### config.mk
export PLATFORM = sky130hd
export DESIGN_NAME = adpll_lock_monitor_flat
export DESIGN_NICKNAME = d
export VERILOG_FILES = /design/src/rtl/adpll_mon_pkg.sv /design/src/rtl/adpll_lock_monitor_if.sv /design/src/rtl/adpll_edge_sync.sv /design/src/rtl/adpll_lock_monitor.sv /design/src/flat_wrapper.sv
export SDC_FILE = /design/constraint.sdc
export NUM_CORES = 1
export LEC_CHECK = 0
export ABC_AREA = 1
export CORE_AREA = 4 4 105 107
export CTS_CLUSTER_DIAMETER = 200
export CTS_CLUSTER_SIZE = 20
export DETAILED_ROUTE_END_ITERATION = 6
export DIE_AREA = 0 0 109 111
export PLACE_DENSITY_LB_ADDON = 0.15
export SYNTH_ARGS = -nofsm -noshare
export SYNTH_HDL_FRONTEND = slang
export SYNTH_SLANG_ARGS = --single-unit
export TNS_END_PERCENT = 100
### constraint.sdc
create_clock -name SMP_CLK -period 2 [get_ports SMP_CLK]
set_input_delay 0.3 -clock SMP_CLK [delete_from_list [all_inputs] [get_ports SMP_CLK]]
set_output_delay 0.3 -clock SMP_CLK [all_outputs]
set_load 0.005 [all_outputs]
### src/rtl/adpll_mon_pkg.sv
// adpll_mon_pkg -- shared definitions for the ADPLL lock monitor.
//   FSM state encoding, FREQ_ERR width, ratio decode (M==0 means 8) and
//   the 5-bit signed saturation helper.
// Optional feature macro used elsewhere in this slice: ADPLL_MON_PHASE_EN.
package adpll_mon_pkg;

    localparam int FERR_W = 5;

    localparam logic [1:0] ST_ACQUIRE = 2'd0;
    localparam logic [1:0] ST_TRACK   = 2'd1;
    localparam logic [1:0] ST_LOCKED  = 2'd2;
    localparam logic [1:0] ST_LOST    = 2'd3;

    // M is a 3-bit ratio; the all-zero code stands for 8.
    function automatic logic [3:0] ratio_dec(input logic [2:0] m);
        return (m == 3'd0) ? 4'd8 : {1'b0, m};
    endfunction

    // Clamp a signed difference into the 5-bit two's complement range.
    function automatic logic [FERR_W-1:0] sat5(input int v);
        if (v > 15)  return 5'h0F;
        if (v < -16) return 5'h10;
        return v[FERR_W-1:0];
    endfunction

endpackage

### src/rtl/adpll_lock_monitor_if.sv
// adpll_lock_monitor_if -- signal bundle between the ADPLL side and the monitor.
//   master : drives REF_IN, FB_IN, M, LOCK, POLARITY; observes monitor outputs.
//   slave  : the monitor; outputs MON_LOCK, FREQ_ERR, MEAS_VLD, MISMATCH, REF_LOST.
//   With ADPLL_MON_PHASE_EN defined, PHASE_CNT[7:0] and POL_ERR are added.
interface adpll_lock_monitor_if;
    import adpll_mon_pkg::*;

    logic              REF_IN;
    logic              FB_IN;
    logic [2:0]        M;
    logic              LOCK;
    logic              POLARITY;
    logic              MON_LOCK;
    logic [FERR_W-1:0] FREQ_ERR;
    logic              MEAS_VLD;
    logic              MISMATCH;
    logic              REF_LOST;
`ifdef ADPLL_MON_PHASE_EN
    logic [7:0]        PHASE_CNT;
    logic              POL_ERR;
`endif

    modport master (
        output REF_IN, FB_IN, M, LOCK, POLARITY,
        input  MON_LOCK, FREQ_ERR, MEAS_VLD, MISMATCH, REF_LOST
`ifdef ADPLL_MON_PHASE_EN
        , input PHASE_CNT, POL_ERR
`endif
    );

    modport slave (
        input  REF_IN, FB_IN, M, LOCK, POLARITY,
        output MON_LOCK, FREQ_ERR, MEAS_VLD, MISMATCH, REF_LOST
`ifdef ADPLL_MON_PHASE_EN
        , output PHASE_CNT, POL_ERR
`endif
    );

endinterface

### src/rtl/adpll_edge_sync.sv
// adpll_edge_sync -- STAGES-deep synchroniser plus registered rising-edge pulse.
//   clk_i/rst_i : sample clock, async active-high reset
//   d_i         : asynchronous input
//   rise_o      : one-cycle pulse, STAGES+1 cycles after the pin rises
module adpll_edge_sync #(
    parameter int STAGES = 2
) (
    input  logic clk_i,
    input  logic rst_i,
    input  logic d_i,
    output logic rise_o
);
    logic [STAGES-1:0] sync_q;
    logic              prev_q;
    logic              rise_q;

    always_ff @(posedge clk_i or posedge rst_i) begin
        if (rst_i) begin
            sync_q <= '0;
            prev_q <= 1'b0;
            rise_q <= 1'b0;
        end else begin
            sync_q <= {sync_q[STAGES-2:0], d_i};
            prev_q <= sync_q[STAGES-1];
            rise_q <= sync_q[STAGES-1] & ~prev_q;
        end
    end

    assign rise_o = rise_q;
endmodule

### src/rtl/adpll_lock_monitor.sv
// adpll_lock_monitor -- independent frequency/lock checker beside the ADPLL.
//   SMP_CLK : fast sample clock (>= 4x OUT_CLK)
//   RESET   : asynchronous, active-high
//   mon     : slave side of adpll_lock_monitor_if (REF/FB pins, M, LOCK,
//             POLARITY in; MON_LOCK, FREQ_ERR, MEAS_VLD, MISMATCH, REF_LOST out)
// Counts FB rises per REF period, reports (count - ratio), runs a lock FSM
// and flags sustained disagreement with the ADPLL's own LOCK.
// Optional: ADPLL_MON_PHASE_EN adds PHASE_CNT / POL_ERR phase checking.
module adpll_lock_monitor
    import adpll_mon_pkg::*;
#(
    parameter int SYNC_STAGES = 2,
    parameter int LOCK_CNT    = 4,
    parameter int UNLOCK_CNT  = 2,
    parameter int TOL         = 0,
    parameter int TIMEOUT     = 1023
) (
    input  logic            SMP_CLK,
    input  logic            RESET,
    adpll_lock_monitor_if.slave mon
);
    logic ref_rise, fb_rise;

    adpll_edge_sync #(.STAGES(SYNC_STAGES)) u_ref_sync (
        .clk_i(SMP_CLK), .rst_i(RESET), .d_i(mon.REF_IN), .rise_o(ref_rise));
    adpll_edge_sync #(.STAGES(SYNC_STAGES)) u_fb_sync (
        .clk_i(SMP_CLK), .rst_i(RESET), .d_i(mon.FB_IN), .rise_o(fb_rise));

    logic [1:0]        state_q, state_d;
    logic [7:0]        good_q, good_d, bad_q, bad_d;
    logic [3:0]        cnt_q, ratio_q;
    logic [2:0]        m_q;
    logic              open_q, vld_q, mchg_q;
    logic [FERR_W-1:0] ferr_q;
    logic [9:0]        tmo_q;
    logic [1:0]        mm_q;
    logic              mism_q;
    logic              timeout, mon_lock, good;
    int                ferr_s;

    assign timeout  = (tmo_q == 10'(TIMEOUT));
    assign mon_lock = (state_q == ST_LOCKED);

    always_comb begin
        ferr_s = int'($signed(ferr_q));
        good   = (ferr_s <= TOL) && (ferr_s >= -TOL);
    end

    // Period measurement. open_q marks that a REF rise has started a period
    // we are allowed to report; it is dropped by reset and by REF loss.
    always_ff @(posedge SMP_CLK or posedge RESET) begin
        if (RESET) begin
            cnt_q   <= '0;
            ratio_q <= '0;
            m_q     <= '0;
            open_q  <= 1'b0;
            vld_q   <= 1'b0;
            mchg_q  <= 1'b0;
            ferr_q  <= '0;
            tmo_q   <= '0;
        end else if (ref_rise) begin
            // A coincident FB rise belongs to the period that opens here.
            cnt_q   <= fb_rise ? 4'd1 : 4'd0;
            ratio_q <= ratio_dec(mon.M);
            m_q     <= mon.M;
            open_q  <= 1'b1;
            vld_q   <= open_q;
            mchg_q  <= open_q && (mon.M != m_q);
            if (open_q)
                ferr_q <= sat5(int'(cnt_q) - int'(ratio_q));
            tmo_q   <= '0;
        end else begin
            vld_q <= 1'b0;
            if (fb_rise && cnt_q != 4'hF)
                cnt_q <= cnt_q + 4'd1;
            if (tmo_q != 10'h3FF)
                tmo_q <= tmo_q + 10'd1;
            if (timeout)
                open_q <= 1'b0;
        end
    end

    // Lock FSM, advanced by the registered measurement strobe.
    always_comb begin
        state_d = state_q;
        good_d  = good_q;
        bad_d   = bad_q;
        if (ref_rise) begin
            if (state_q == ST_LOST)
                state_d = ST_ACQUIRE;
        end else if (timeout) begin
            state_d = ST_LOST;
            good_d  = '0;
            bad_d   = '0;
        end
        if (vld_q) begin
            if (mchg_q) begin
                state_d = ST_ACQUIRE;
                good_d  = '0;
                bad_d   = '0;
            end else begin
                case (state_q)
                    ST_ACQUIRE, ST_TRACK: begin
                        if (good) begin
                            good_d  = good_q + 8'd1;
                            state_d = (good_d >= 8'(LOCK_CNT)) ? ST_LOCKED : ST_TRACK;
                        end else begin
                            state_d = ST_ACQUIRE;
                            good_d  = '0;
                        end
                    end
                    ST_LOCKED: begin
                        if (good) begin
                            bad_d = '0;
                        end else begin
                            bad_d = bad_q + 8'd1;
                            if (bad_d >= 8'(UNLOCK_CNT)) begin
                                state_d = ST_ACQUIRE;
                                good_d  = '0;
                                bad_d   = '0;
                            end
                        end
                    end
                    default: ;
                endcase
            end
        end
    end

    always_ff @(posedge SMP_CLK or posedge RESET) begin
        if (RESET) begin
            state_q <= ST_ACQUIRE;
            good_q  <= '0;
            bad_q   <= '0;
            mm_q    <= '0;
            mism_q  <= 1'b0;
        end else begin
            state_q <= state_d;
            good_q  <= good_d;
            bad_q   <= bad_d;
            // Compare the verdict held during the period against the ADPLL's LOCK.
            if (vld_q) begin
                if (mon_lock != mon.LOCK) begin
                    if (mm_q != 2'd3)
                        mm_q <= mm_q + 2'd1;
                    mism_q <= (mm_q >= 2'd1);
                end else begin
                    mm_q   <= '0;
                    mism_q <= 1'b0;
                end
            end
        end
    end

    assign mon.MON_LOCK = mon_lock;
    assign mon.FREQ_ERR = ferr_q;
    assign mon.MEAS_VLD = vld_q;
    assign mon.MISMATCH = mism_q;
    assign mon.REF_LOST = (state_q == ST_LOST);

`ifdef ADPLL_MON_PHASE_EN
    logic [7:0] ph_run_q, ph_cap_q, phase_q;
    logic       ph_done_q, pol_q;
    logic [9:0] per_run_q, per_cap_q;

    // ph_run_q counts cycles from the REF rise until the first FB rise;
    // per_run_q measures the full period so POL_ERR can use half of it.
    always_ff @(posedge SMP_CLK or posedge RESET) begin
        if (RESET) begin
            ph_run_q  <= '0;
            ph_cap_q  <= '0;
            phase_q   <= '0;
            ph_done_q <= 1'b0;
            pol_q     <= 1'b0;
            per_run_q <= '0;
            per_cap_q <= '0;
        end else begin
            if (ref_rise) begin
                ph_cap_q  <= ph_run_q;
                per_cap_q <= per_run_q;
                ph_run_q  <= fb_rise ? 8'd0 : 8'd1;
                ph_done_q <= fb_rise;
                per_run_q <= 10'd1;
            end else begin
                if (!ph_done_q) begin
                    if (fb_rise)
                        ph_done_q <= 1'b1;
                    else if (ph_run_q != 8'hFF)
                        ph_run_q <= ph_run_q + 8'd1;
                end
                if (per_run_q != 10'h3FF)
                    per_run_q <= per_run_q + 10'd1;
            end
            if (vld_q) begin
                phase_q <= ph_cap_q;
                pol_q   <= mon_lock &&
                           (mon.POLARITY != ({2'b00, ph_cap_q} <= (per_cap_q >> 1)));
            end
        end
    end

    assign mon.PHASE_CNT = phase_q;
    assign mon.POL_ERR   = pol_q;
`else
    logic unused_pol;
    assign unused_pol = mon.POLARITY;
`endif

endmodule

### src/flat_wrapper.sv
// flat-port wrapper written by rule: the top's interface ports become plain ports
module adpll_lock_monitor_flat import adpll_mon_pkg::*;
#(
    parameter int SYNC_STAGES = 2,
    parameter int LOCK_CNT    = 4,
    parameter int UNLOCK_CNT  = 2,
    parameter int TOL         = 0,
    parameter int TIMEOUT     = 1023
)
  (SMP_CLK, RESET, mon_REF_IN, mon_FB_IN, mon_M, mon_LOCK, mon_POLARITY, mon_MON_LOCK, mon_FREQ_ERR, mon_MEAS_VLD, mon_MISMATCH, mon_REF_LOST);
  adpll_lock_monitor_if mon_i ();
  input  logic SMP_CLK;
  input  logic RESET;
  input wire logic [$bits(mon_i.REF_IN)-1:0] mon_REF_IN;
  input wire logic [$bits(mon_i.FB_IN)-1:0] mon_FB_IN;
  input wire logic [$bits(mon_i.M)-1:0] mon_M;
  input wire logic [$bits(mon_i.LOCK)-1:0] mon_LOCK;
  input wire logic [$bits(mon_i.POLARITY)-1:0] mon_POLARITY;
  output wire logic [$bits(mon_i.MON_LOCK)-1:0] mon_MON_LOCK;
  output wire logic [$bits(mon_i.FREQ_ERR)-1:0] mon_FREQ_ERR;
  output wire logic [$bits(mon_i.MEAS_VLD)-1:0] mon_MEAS_VLD;
  output wire logic [$bits(mon_i.MISMATCH)-1:0] mon_MISMATCH;
  output wire logic [$bits(mon_i.REF_LOST)-1:0] mon_REF_LOST;
  assign mon_i.REF_IN = mon_REF_IN;
  assign mon_i.FB_IN = mon_FB_IN;
  assign mon_i.M = mon_M;
  assign mon_i.LOCK = mon_LOCK;
  assign mon_i.POLARITY = mon_POLARITY;
  assign mon_MON_LOCK = mon_i.MON_LOCK;
  assign mon_FREQ_ERR = mon_i.FREQ_ERR;
  assign mon_MEAS_VLD = mon_i.MEAS_VLD;
  assign mon_MISMATCH = mon_i.MISMATCH;
  assign mon_REF_LOST = mon_i.REF_LOST;
  adpll_lock_monitor #(.SYNC_STAGES(SYNC_STAGES), .LOCK_CNT(LOCK_CNT), .UNLOCK_CNT(UNLOCK_CNT), .TOL(TOL), .TIMEOUT(TIMEOUT)) u_core (.SMP_CLK(SMP_CLK), .RESET(RESET), .mon(mon_i));
endmodule
# Yosys cells after proc, flatten, opt, wreduce, memory -nomap -nowiden
# Index checks and enable logic that the tools add are counted.
dict set report totals {
  input_bits 9
  out_inout_bits 9
  elab_cells 105
  ff_bits 58
}
dict set report op_classes {
  n_lt_le_gt_ge 7
  bitwise 4
  reduce_logical 11
  n_eq_ne 10
  n_addsub 6
  muxes 48
}
# cell count
set op_table {}
lappend op_table {{$mux W8} 14}
lappend op_table {{$gt A32 B5 Y1 const B} 1}
lappend op_table {{$lt A32 B5 Y1 const B} 1}
lappend op_table {{$mux W2} 11}
lappend op_table {{$mux W10} 2}
lappend op_table {{$mux W5} 4}
lappend op_table {{$add A8 B1 Y8 const B} 2}
lappend op_table {{$pmux W8 S2} 1}
lappend op_table {{$mux W1} 12}
lappend op_table {{$mux W4} 3}
lappend op_table {{$add A10 B1 Y10 const B} 1}
lappend op_table {{$eq A10 B10 Y1 const B} 1}
lappend op_table {{$ne A10 B10 Y1 const B} 1}
lappend op_table {{$ge A8 B2 Y1 const B} 1}
lappend op_table {{$ge A8 B3 Y1 const B} 1}
lappend op_table {{$reduce_bool A2 Y1} 3}
lappend op_table {{$ge A5 B1 Y1 const B} 1}
lappend op_table {{$le A5 B1 Y1 const B} 1}
lappend op_table {{$sub A4 B4 Y5} 1}
lappend op_table {{$add A4 B1 Y4 const B} 1}
lappend op_table {{$eq A2 B2 Y1 const B} 2}
lappend op_table {{$ne A2 B2 Y1 const B} 2}
lappend op_table {{$ne A4 B4 Y1 const B} 1}
lappend op_table {{$pmux W2 S2} 1}
lappend op_table {{other kinds (12)} 17}

# Logic depth before layout (Yosys ltp)
dict set report logic_depth {
  ltp_word 10
  ltp_mapped 12
  depth_no_buf 12
}

# Cells and area by module
# A second synthesis with hierarchy kept.
dict set report unflattened {
  hier_cells 348
  area_unflattened_um2 2960.3
}
# mod seq_area_each_um2 area_per_inst_um2 instances cells_per_inst
set by_module_without_submodules {}
lappend by_module_without_submodules {adpll_lock_monitor 1251.2 2732.6 1 334}
lappend by_module_without_submodules {adpll_edge_sync 100.1 113.9 2 7}

# Worst setup path after synthesis
# Ideal clock, no wire load.
dict set report synth_path {
  kind {register -> register}
  startpoint {register u_core.bad_q[0]}
  endpoint {register u_core.state_q[1]}
  synth_period_minus_slack_ns 1.476
  n_path_buf 0
  path_stages_with_launch 12
  arrival_time_ns 1.398
  t_required_ns 1.923
  setup_time_ns 0.077
  path_slack_ns 0.524
  path_cell_list {dfrtp_1 ha_1 inv_1 nor2_1 nand3_1 nor2_1 nand2_1 nand2_1 nand2_1 nand2_1 nand2_1 a21oi_1}
}
dict set report synth_between {
  elab_chain_len 7
}
# item line_no
set synth_lines {}
lappend synth_lines {{from (decl)} adpll_lock_monitor.sv:30} ;# logic [7:0] good_q, good_d, bad_q, bad_d;
lappend synth_lines {{from (signal assigned)} adpll_lock_monitor.sv:134} ;# bad_q <= '0;
lappend synth_lines {{from (signal assigned)} adpll_lock_monitor.sv:140} ;# bad_q <= bad_d;
lappend synth_lines {{$add A8 B1 Y8} adpll_lock_monitor.sv:116} ;# bad_d = bad_q + 8'd1;
lappend synth_lines {{$ge A8 B2 Y1} adpll_lock_monitor.sv:117} ;# if (bad_d >= 8'(UNLOCK_CNT)) begin
lappend synth_lines {{$mux W2} adpll_lock_monitor.sv:117}
lappend synth_lines {{$mux W2} adpll_lock_monitor.sv:113} ;# if (good) begin
lappend synth_lines {{$pmux W2 S2} adpll_lock_monitor.sv:102} ;# case (state_q)
lappend synth_lines {{$mux W2} adpll_lock_monitor.sv:97} ;# if (mchg_q) begin
lappend synth_lines {{$mux W2} adpll_lock_monitor.sv:96} ;# if (vld_q) begin
lappend synth_lines {{named net u_core.state_d[1]} adpll_lock_monitor.sv:29} ;# logic [1:0] state_q, state_d;
lappend synth_lines {{to (signal assigned)} adpll_lock_monitor.sv:138} ;# state_q <= state_d;
lappend synth_lines {{to (decl)} adpll_lock_monitor.sv:29}
# The timed path passes the listed nets, and every way through them passes these cells.
# A chain may end at the register's enable or synchronous reset.

# Worst setup path in the final report
dict set report layout_path {
  startpoint {register u_core.state_q[1]}
  endpoint {output port mon_MON_LOCK}
}
dict set report layout_between {
  elab_chain_len 1
}
# item line_no
set layout_lines {}
lappend layout_lines {{$eq A2 B2 Y1} adpll_lock_monitor.sv:42} ;# assign mon_lock = (state_q == ST_LOCKED);
lappend layout_lines {{to (decl)} flat_wrapper.sv:19} ;# output wire logic [$bits(mon_i.MON_LOCK)-1:0] mon_MON_LOCK;
# Every way passes these cells.

==> out/metrics.cfg <==
[outcome]
status=completed

[timing]
hold_violations=0
clock.fmax_mhz=543
slew_violations=0
slew_headroom_pct=73.3
worstMarginPinSlew_ps=396
finalSetupTns_ps=0
finalSetupViolCount=0
skew_ps=7.30
finalCritPeriodShare_pct=92.2
min_period_ps=1840
rsz0062_at_grt=no

[routing]
antenna_left=0
wl_per_cell_um=12.4
totalWireLength_um=6440
drtIter0Drc=102
via_per_inst=4.53
vias=2359
drc=0
drtPass1Iterations=4

[setup_path]
path_class=flip-flop to primary output
end_kind=primary output
crit_required_ps=1700
cpMaxStageDelayCell=clkdlybuf4s50_1
startpoint_type=flip-flop
rrSetupSlack_ps=280
timing.rr.start=u_core.bad_q[0]$_DFF_PP0_
crit_chain=inv_1, nor2_4, clkdlybuf4s50_1
r2r_end=u_core.state_q[1]$_DFF_PP0_
critPathMaxStageDelay_ps=520
worstPathMaxFanout=8
reg2reg_depth=11
worstPathArrival_ps=1540

[place]
dpl-instance-area_sq_um=3350
hpwl_um=4540
port_buffers=16
gp_congestion=0.794

[clock_network]
post-cts-setup-buffers=0
cts_max_path_buffers=2
clock_latency_ps=340
cts_resized=0
cts_buffers=9
ctsHoldBuffers=0
htree_num_levels=3
root_buffer=clkbuf_8
cts_tree=yes
cts.sinks=58
clk_pin_slew_worst_paths_ps=70

[cells_and_area]
fin_area_sq_um=3570
diodes=0
mostFrequentLayoutCells=nand2_1, dfrtp_1, inv_1
final_nets=402
fillCellCount=1020
areaGrowthSynthToFinish_pct=19.6
drive_above_1_share_pct=10.6
final_common_cell=nand2_1

[floorplanning]
coreArea_sq_um=10100
die_area_sq_um=12100
die_w_um=109
io_pins=18
start_util_pct=29.4
fp-row-count=37
die_h_um=111

[min_path]
hold_class=input port to asynchronous set/reset pin

[power]
power_density_nw_per_um2=977
leakagePower_nw=1.74
ir_drop_uv=416
total_power_w=0.00349

[synth]
ys_warn_count=0
synth-compound-area-share_pct=9.90
avgSynthCellArea_sq_um=8.48
synth_seq_cells=58
synth_top_family_by_area=simple AND/OR/NAND/NOR gates
syn-cell-area_sq_um=2980
synth-edff-count=0
synth_simple_gate_area_share_pct=25.5
synth_fa_ha_area_share_pct=5.70
synthArstFlopShare_pct=100
synth_cells=352
synth.distinct_cells=37
synth_fp_nets=374
muxShareOfSynthArea_pct=0
synth-xor-area-share_pct=2.64
synth_ff_type=dfrtp_1
seq_area_frac_synth_pct=48.6

[grt]
grt_usage_pct=11.7
grt_start_max_net_pins=59
antenna_found_initial=0
grt_pass1_vias=2356
grt_pass1_wl_um=11200
globalRouteOverflowTotal=0

[job]
max_cap_violations=0

## how the worst max path moves through the flow
stage                     cells past startpoint                     endpoint                   startpoint
after floorplan                               1    u_core.bad_q[0]$_DFF_PP0_                        RESET
after global placement                       11  u_core.state_q[1]$_DFF_PP0_    u_core.bad_q[0]$_DFF_PP0_
after detailed placement                     11  u_core.state_q[1]$_DFF_PP0_    u_core.bad_q[0]$_DFF_PP0_
after CTS                                     3                 mon_MON_LOCK  u_core.state_q[1]$_DFF_PP0_
after global routing                         11  u_core.state_q[1]$_DFF_PP0_    u_core.bad_q[0]$_DFF_PP0_
final                                         3                 mon_MON_LOCK  u_core.state_q[1]$_DFF_PP0_
## power by group
part | total, W | switching [W] | internal [W] | leakage [nW]
logic | 0.000782 | 0.000437 | 0.000345 | 0.885
clock network | 0.00123 | 0.000497 | 0.000732 | 0.109
registers | 0.00148 | 0.000146 | 0.00133 | 0.748
## cells by family after synthesis
group | Yosys count
flops | 58
buf+inv | 59
simple gates | 167
xor+xnor | 9
compound gates | 46
fa+ha+maj | 13
## metrics by stage
step | utilization (%) | cells | setup WS, ps | hold slack, ps
after floorplan | - | 352 | 272 | 331
after global placement | 33.0 | 505 | 259 | 339
final | 35.2 | 521 | 157 | 326
after global routing | 35.2 | 521 | 64.9 | 359
after detailed placement | 33.0 | 505 | 263 | 337
after CTS | 35.2 | 521 | 49.5 | 349
## sequential cells by signal, summed over array words and instances (netlist names), 2 cells and up
register and cells:
u_core.mon.FREQ_ERR 5, u_core.mm_q 2, u_core.m_q 3, u_core.cnt_q 4, u_core.ratio_q 4, u_core.bad_q 8
u_core.state_q 2, u_core.u_fb_sync.sync_q 2, u_core.good_q 8, u_core.tmo_q 10, u_core.u_ref_sync.sync_q 2
## worst max-delay path: cells and delay by family, from the launching register on
| family | cells | cell delay, ps |
|---|---|---|
| and+or+nand+nor | 1 | 150 |
| buffers and inverters | 2 | 610 |
| DFF | 1 | 440 |
## metal layers
metal / vias up / GRT usage (%) / share of wire, %
met5: - / 0 / 0
met4: 0 / 5.39 / 2.0
met3: 12 / 2.97 / 3.9
met2: 40 / 17.7 / 46
met1: 1111 / 15.7 / 48
li1: 1196 / - / -
## synth_stat cells (4+ instances only)
master	instances	share of area [%]
nor2_1	41	5.2
ha_1	12	5.0
nand3b_1	4	1.0
nor2_2	6	1.3
inv_1	51	6.4
xor2_1	7	2.1
nand2_1	69	8.7
dfrtp_1	58	49
nand3_1	31	5.2
o31ai_1	5	1.3
o21ai_0	12	2.0
a22oi_1	6	1.5
a21oi_1	12	2.0
## cell type report
| class | count | area [sq um] | area share [%] |
|---|---|---|---|
| clock buffers | 11 | 141 | 3.96 |
| multi-input cells | 235 | 1310 | 36.6 |
| clock inverters | 5 | 77.6 | 2.17 |
| well taps | 136 | 170 | 4.77 |
| repair buffers | 22 | 218 | 6.10 |
| flip-flops and latches | 58 | 1450 | 40.7 |
| inverters | 54 | 205 | 5.75 |
No activity file was read; power rests on OpenSTA's default activity.
==> RTL edit 1 (same settings) <==
`FERR_W`: 5 -> 7.
--- a/src/rtl/adpll_mon_pkg.sv
+++ b/src/rtl/adpll_mon_pkg.sv
@@ -5,5 +5,5 @@
 package adpll_mon_pkg;
 
-    localparam int FERR_W = 5;
+    localparam int FERR_W = 7;
 
     localparam logic [1:0] ST_ACQUIRE = 2'd0;
Ports: changed (resized mon_FREQ_ERR); port bits go from 18 to 20. No check against the original RTL was run, so the function may have changed too.
==> RTL edit 1 against the original RTL <==
  * Worst setup slack worse by 11 ps
  * Synthesized cell count up 8.8%
  * Cell area increased by 3.0%
  * Wire length is 1.8% higher
  * Critical path depth is 1 higher
  * Clock power is 9.8% higher
  * Sequential power down 3%
  * Clock skew is 4.0 ps higher
  * Register-to-register slack gained 70 ps
  * Die area unchanged
  * Power is 3.2% lower
  * Synthesized area rose by 3.0%
  * Sequential cell count unchanged
  * Sequential share of layout area is 1.2 points lower
  * Critical endpoint unchanged
==> RTL edit 1: results (changes against the original RTL) <==
{
  "synth-seq-area-share": {"value": 47.2, "unit": "%", "change": "was 48.6%"},
  "synth.area.top_cells": {"value": "sky130_fd_sc_hd__dfrtp_1 47%, sky130_fd_sc_hd__nand2_1 13%, sky130_fd_sc_hd__inv_1 6.8%", "change": "was sky130_fd_sc_hd__dfrtp_1 49%, sky130_fd_sc_hd__nand2_1 8.7%, sky130_fd_sc_hd__inv_1 6.4%"},
  "synthesis.area": {"value": 0.00307, "unit": "mm2", "change": "was 0.00298 mm2"},
  "synth_compound_area_share": {"value": 9.98, "unit": "%", "change": "was 9.90%"},
  "synthTopCellsByCount": {"value": "104 x sky130_fd_sc_hd__nand2_1, 58 x sky130_fd_sc_hd__dfrtp_1, 56 x sky130_fd_sc_hd__inv_1", "change": "was 69 x sky130_fd_sc_hd__nand2_1, 58 x sky130_fd_sc_hd__dfrtp_1, 51 x sky130_fd_sc_hd__inv_1"},
  "worstSetupStartpoint": {"value": "u_core.state_q[0]", "change": "was u_core.state_q[1]"},
  "timing.clock.skew": {"value": 11.3, "unit": "ps", "change": "was 7.30 ps"},
  "met1Wirelength": {"value": 3.10, "unit": "mm", "change": "was 3.12 mm"},
  "switching_share": {"value": 28.3, "unit": "%", "change": "was 31.0%"},
  "post_route_cells_drive_above_1_share": {"value": 9.16, "unit": "%", "change": "was 10.6%"},
  "synth_cell_type_count": {"value": 36, "change": "was 37"},
  "synth-xor-area-share": {"value": 2.00, "unit": "%", "change": "was 2.64%"},
  "multi_input_area_share": {"value": 36.5, "unit": "%", "change": "was 36.6%"},
  "finalHoldWorstSlack": {"value": 315, "unit": "ps", "change": "was 326 ps"},
  "synth.area.mux_share": {"value": 0.326, "unit": "%", "change": "was 0%"},
  "routed_wirelength": {"value": 6.55, "unit": "mm", "change": "was 6.44 mm"},
  "area_of_the_multi_input_gates": {"value": 0.00134, "unit": "mm2", "change": "was 0.00131 mm2"},
  "clk_share": {"value": 6.74, "unit": "%", "change": "was 6.13%"},
  "grt.met2_usage": {"value": 18.1, "unit": "%", "change": "was 17.7%"},
  "post_dp_hpwl": {"value": 4.65, "unit": "mm", "change": "was 4.54 mm"},
  "post_layout_nonfiller_instances": {"value": 551, "change": "was 521"},
  "ir_drop": {"value": 0.380, "unit": "mV", "change": "was 0.416 mV"},
  "port_buffers": {"value": 18, "change": "was 16"},
  "run_status": {"value": "completed", "change": "unchanged"},
  "groute.layer.met1.usage": {"value": 16.2, "unit": "%", "change": "was 15.7%"},
  "grt_use_met3": {"value": 3.26, "unit": "%", "change": "was 2.97%"},
  "post_synth_fa_ha_maj_area_fraction": {"value": 5.54, "unit": "%", "change": "was 5.70%"},
  "first_pass_grt_wire_length": {"value": 11.5, "unit": "mm", "change": "was 11.2 mm"},
  "placement.setup.worst_slack": {"value": 339, "unit": "ps", "change": "was 263 ps"}
}
[RTL edit 1: changes by cell type after synthesis, moves of 3 or more]
| cell | before | now |
|---|---|---|
| sky130_fd_sc_hd__inv_1 | 51 | 56 |
| sky130_fd_sc_hd__nand3_1 | 31 | 23 |
| sky130_fd_sc_hd__nand2_1 | 69 | 104 |
| sky130_fd_sc_hd__nor2_1 | 41 | 32 |
| sky130_fd_sc_hd__o21ai_0 | 12 | 21 |
| sky130_fd_sc_hd__a22oi_1 | 6 | 0 |
| sky130_fd_sc_hd__a21boi_1 | 0 | 3 |
| sky130_fd_sc_hd__a21oi_1 | 12 | 17 |
[RTL edit 1: what timing repair did]
| item | CTS | global route |
|---|---|---|
| setup endpoints to repair | 1 | 1 |
| setup buffers | 0 | 3 |
| resized for setup | 1 | 1 |
| hold buffers | 0 | 0 |
| cloned | 0 | 0 |
==> RTL edit 2 (same settings) <==
Made on the original files. `TIMEOUT` is set to 1023 in 2 places; all go to 511.
--- a/src/rtl/adpll_lock_monitor.sv
+++ b/src/rtl/adpll_lock_monitor.sv
@@ -14,5 +14,5 @@
     parameter int UNLOCK_CNT  = 2,
     parameter int TOL         = 0,
-    parameter int TIMEOUT     = 1023
+    parameter int TIMEOUT     = 511
 ) (
     input  logic            SMP_CLK,
--- a/src/flat_wrapper.sv
+++ b/src/flat_wrapper.sv
@@ -6,5 +6,5 @@
     parameter int UNLOCK_CNT  = 2,
     parameter int TOL         = 0,
-    parameter int TIMEOUT     = 1023
+    parameter int TIMEOUT     = 511
 )
   (SMP_CLK, RESET, mon_REF_IN, mon_FB_IN, mon_M, mon_LOCK, mon_POLARITY, mon_MON_LOCK, mon_FREQ_ERR, mon_MEAS_VLD, mon_MISMATCH, mon_REF_LOST);
Formal check against the unedited RTL: same outputs for any inputs over 10 cycles, from zero or initial values and one cycle with RESET high; that may be too few to reach the edited logic, so the function may still have changed.
==> RTL edit 2 against the original RTL <==
  * Wire length shrank 6.8%
  * Critical path type unchanged
  * Worst setup slack gained 7.6 ps
  * Count of clock-buffer cells in the layout grew 2
  * Sequential cell count is the same
  * Synthesized area grew 0.29%
  * Power shrank 6.9%
  * Cell area grew 0.28%
  * Highest routed layer unchanged
  * Die area is the same
==> RTL edit 2: results (changes against the original RTL) <==
{
  "via_count": {"value": 2330, "change": "was 2359"},
  "synthesis.instances": {"value": 348, "change": "was 352"},
  "synth-seq-area-share": {"value": 48.5, "unit": "%", "change": "was 48.6%"},
  "grt.met2_usage": {"value": 17.4, "unit": "%", "change": "was 17.7%"},
  "post_dp_hpwl": {"value": 4.40, "unit": "mm", "change": "was 4.54 mm"},
  "ff_to_ff_setup_slack": {"value": 310, "unit": "ps", "change": "was 280 ps"},
  "groute.layer.met1.usage": {"value": 14.8, "unit": "%", "change": "was 15.7%"},
  "wl_met3": {"value": 189, "unit": "um", "change": "was 249 um"},
  "grt_max_degree": {"value": 35, "change": "was 59"},
  "p_sw": {"value": 0.939, "unit": "mW", "change": "was 1.08 mW"},
  "grt_use_met3": {"value": 3.73, "unit": "%", "change": "was 2.97%"},
  "run_status": {"value": "completed", "change": "unchanged"},
  "ir_drop": {"value": 0.495, "unit": "mV", "change": "was 0.416 mV"},
  "crit-reg2reg-capture": {"value": "u_core.good_q[7]", "change": "was u_core.state_q[1]"},
  "first_pass_grt_wire_length": {"value": 10.9, "unit": "mm", "change": "was 11.2 mm"},
  "drtIter0Drc": {"value": 104, "change": "was 102"},
  "met1Wirelength": {"value": 2.92, "unit": "mm", "change": "was 3.12 mm"},
  "detail_route.vias_per_cell": {"value": 4.51, "change": "was 4.53"},
  "dpl.cell_count": {"value": 502, "change": "was 505"},
  "finish.net_count": {"value": 399, "change": "was 402"},
  "post_route_cells_drive_above_1_share": {"value": 11.5, "unit": "%", "change": "was 10.6%"},
  "routed-wl-met2": {"value": 2.83, "unit": "mm", "change": "was 2.94 mm"},
  "wl_per_cell": {"value": 11.6, "unit": "um", "change": "was 12.4 um"},
  "static-leakage-power": {"value": 1.75, "unit": "nW", "change": "was 1.74 nW"},
  "r2r.worst_path.cells": {"value": 9, "change": "was 11"},
  "finalHoldWorstSlack": {"value": 203, "unit": "ps", "change": "was 326 ps"},
  "routabilityCongestion": {"value": 0.780, "change": "was 0.794"},
  "placed_cell_area": {"value": 0.00337, "unit": "mm2", "change": "was 0.00335 mm2"},
  "grt_util_all_layers": {"value": 11.2, "unit": "%", "change": "was 11.7%"},
  "synth.area.top_cells": {"value": "sky130_fd_sc_hd__dfrtp_1 48%, sky130_fd_sc_hd__nand2_1 9.0%, sky130_fd_sc_hd__inv_1 5.4%", "change": "was sky130_fd_sc_hd__dfrtp_1 49%, sky130_fd_sc_hd__nand2_1 8.7%, sky130_fd_sc_hd__inv_1 6.4%"},
  "synthTopCellsByCount": {"value": "72 x sky130_fd_sc_hd__nand2_1, 58 x sky130_fd_sc_hd__dfrtp_1, 43 x sky130_fd_sc_hd__inv_1", "change": "was 69 x sky130_fd_sc_hd__nand2_1, 58 x sky130_fd_sc_hd__dfrtp_1, 51 x sky130_fd_sc_hd__inv_1"}
}
[RTL edit 2: worst max-delay path by stage]
stage / to / slack [ps] / depth (start not counted) / start
after CTS: mon_MON_LOCK / 60 / 3 / u_core.state_q[1]
final: mon_MON_LOCK / 160 / 3 / u_core.state_q[1]
after global placement: u_core.bad_q[4] / 320 / 6 / u_core.tmo_q[0]
after global routing: u_core.good_q[7] / 50 / 10 / u_core.bad_q[1]
after floorplan: u_core.bad_q[0] / 270 / 1 / RESET
after detailed placement: u_core.good_q[7] / 310 / 9 / u_core.bad_q[0]
[RTL edit 2: area by class of cell]
class	count	area, um2
clock inverters	2	35.0
inverters	48	183
clock buffers	13	169
well taps	136	170
repair buffers	23	238
flip-flops and latches	58	1450
multi-input cells	237	1330
fillers	1037	6560
[RTL edit 2: worst max-delay path: cells and delay by family, from the launching register on]
| family | cells | cell delay, ps |
|---|---|---|
| buffers and inverters | 2 | 620 |
| DFF | 1 | 430 |
| and+or+nand+nor | 1 | 160 |
[RTL edit 2: logic make-up after synthesis]
group                      Yosys count  share of synthesized area (%)
AOI/OAI and AO/OA                   59                           11.2
buffers and inverters               53                           6.98
xor gates and xnor gates            10                           3.18
DFF                                 58                           48.5
and+or+nand+nor                    155                           24.5
adders and majority gates           13                           5.69
[RTL edit 2: power groups by stage]
stage	logic (mW)	clock network [mW]	registers, mW
final	0.666	1.10	1.47
after global routing	0.784	1.22	1.51
after CTS	0.682	1.16	1.48
after detailed placement	0.682	0	1.49
after global placement	0.672	0	1.49
after floorplan	0.464	0	1.46
[RTL edit 2: what timing repair did]
item                                   in CTS  in global routing
endpoints found under the hold margin       0                  0
resized for setup                           0                  1
setup endpoints to repair                   0                  1
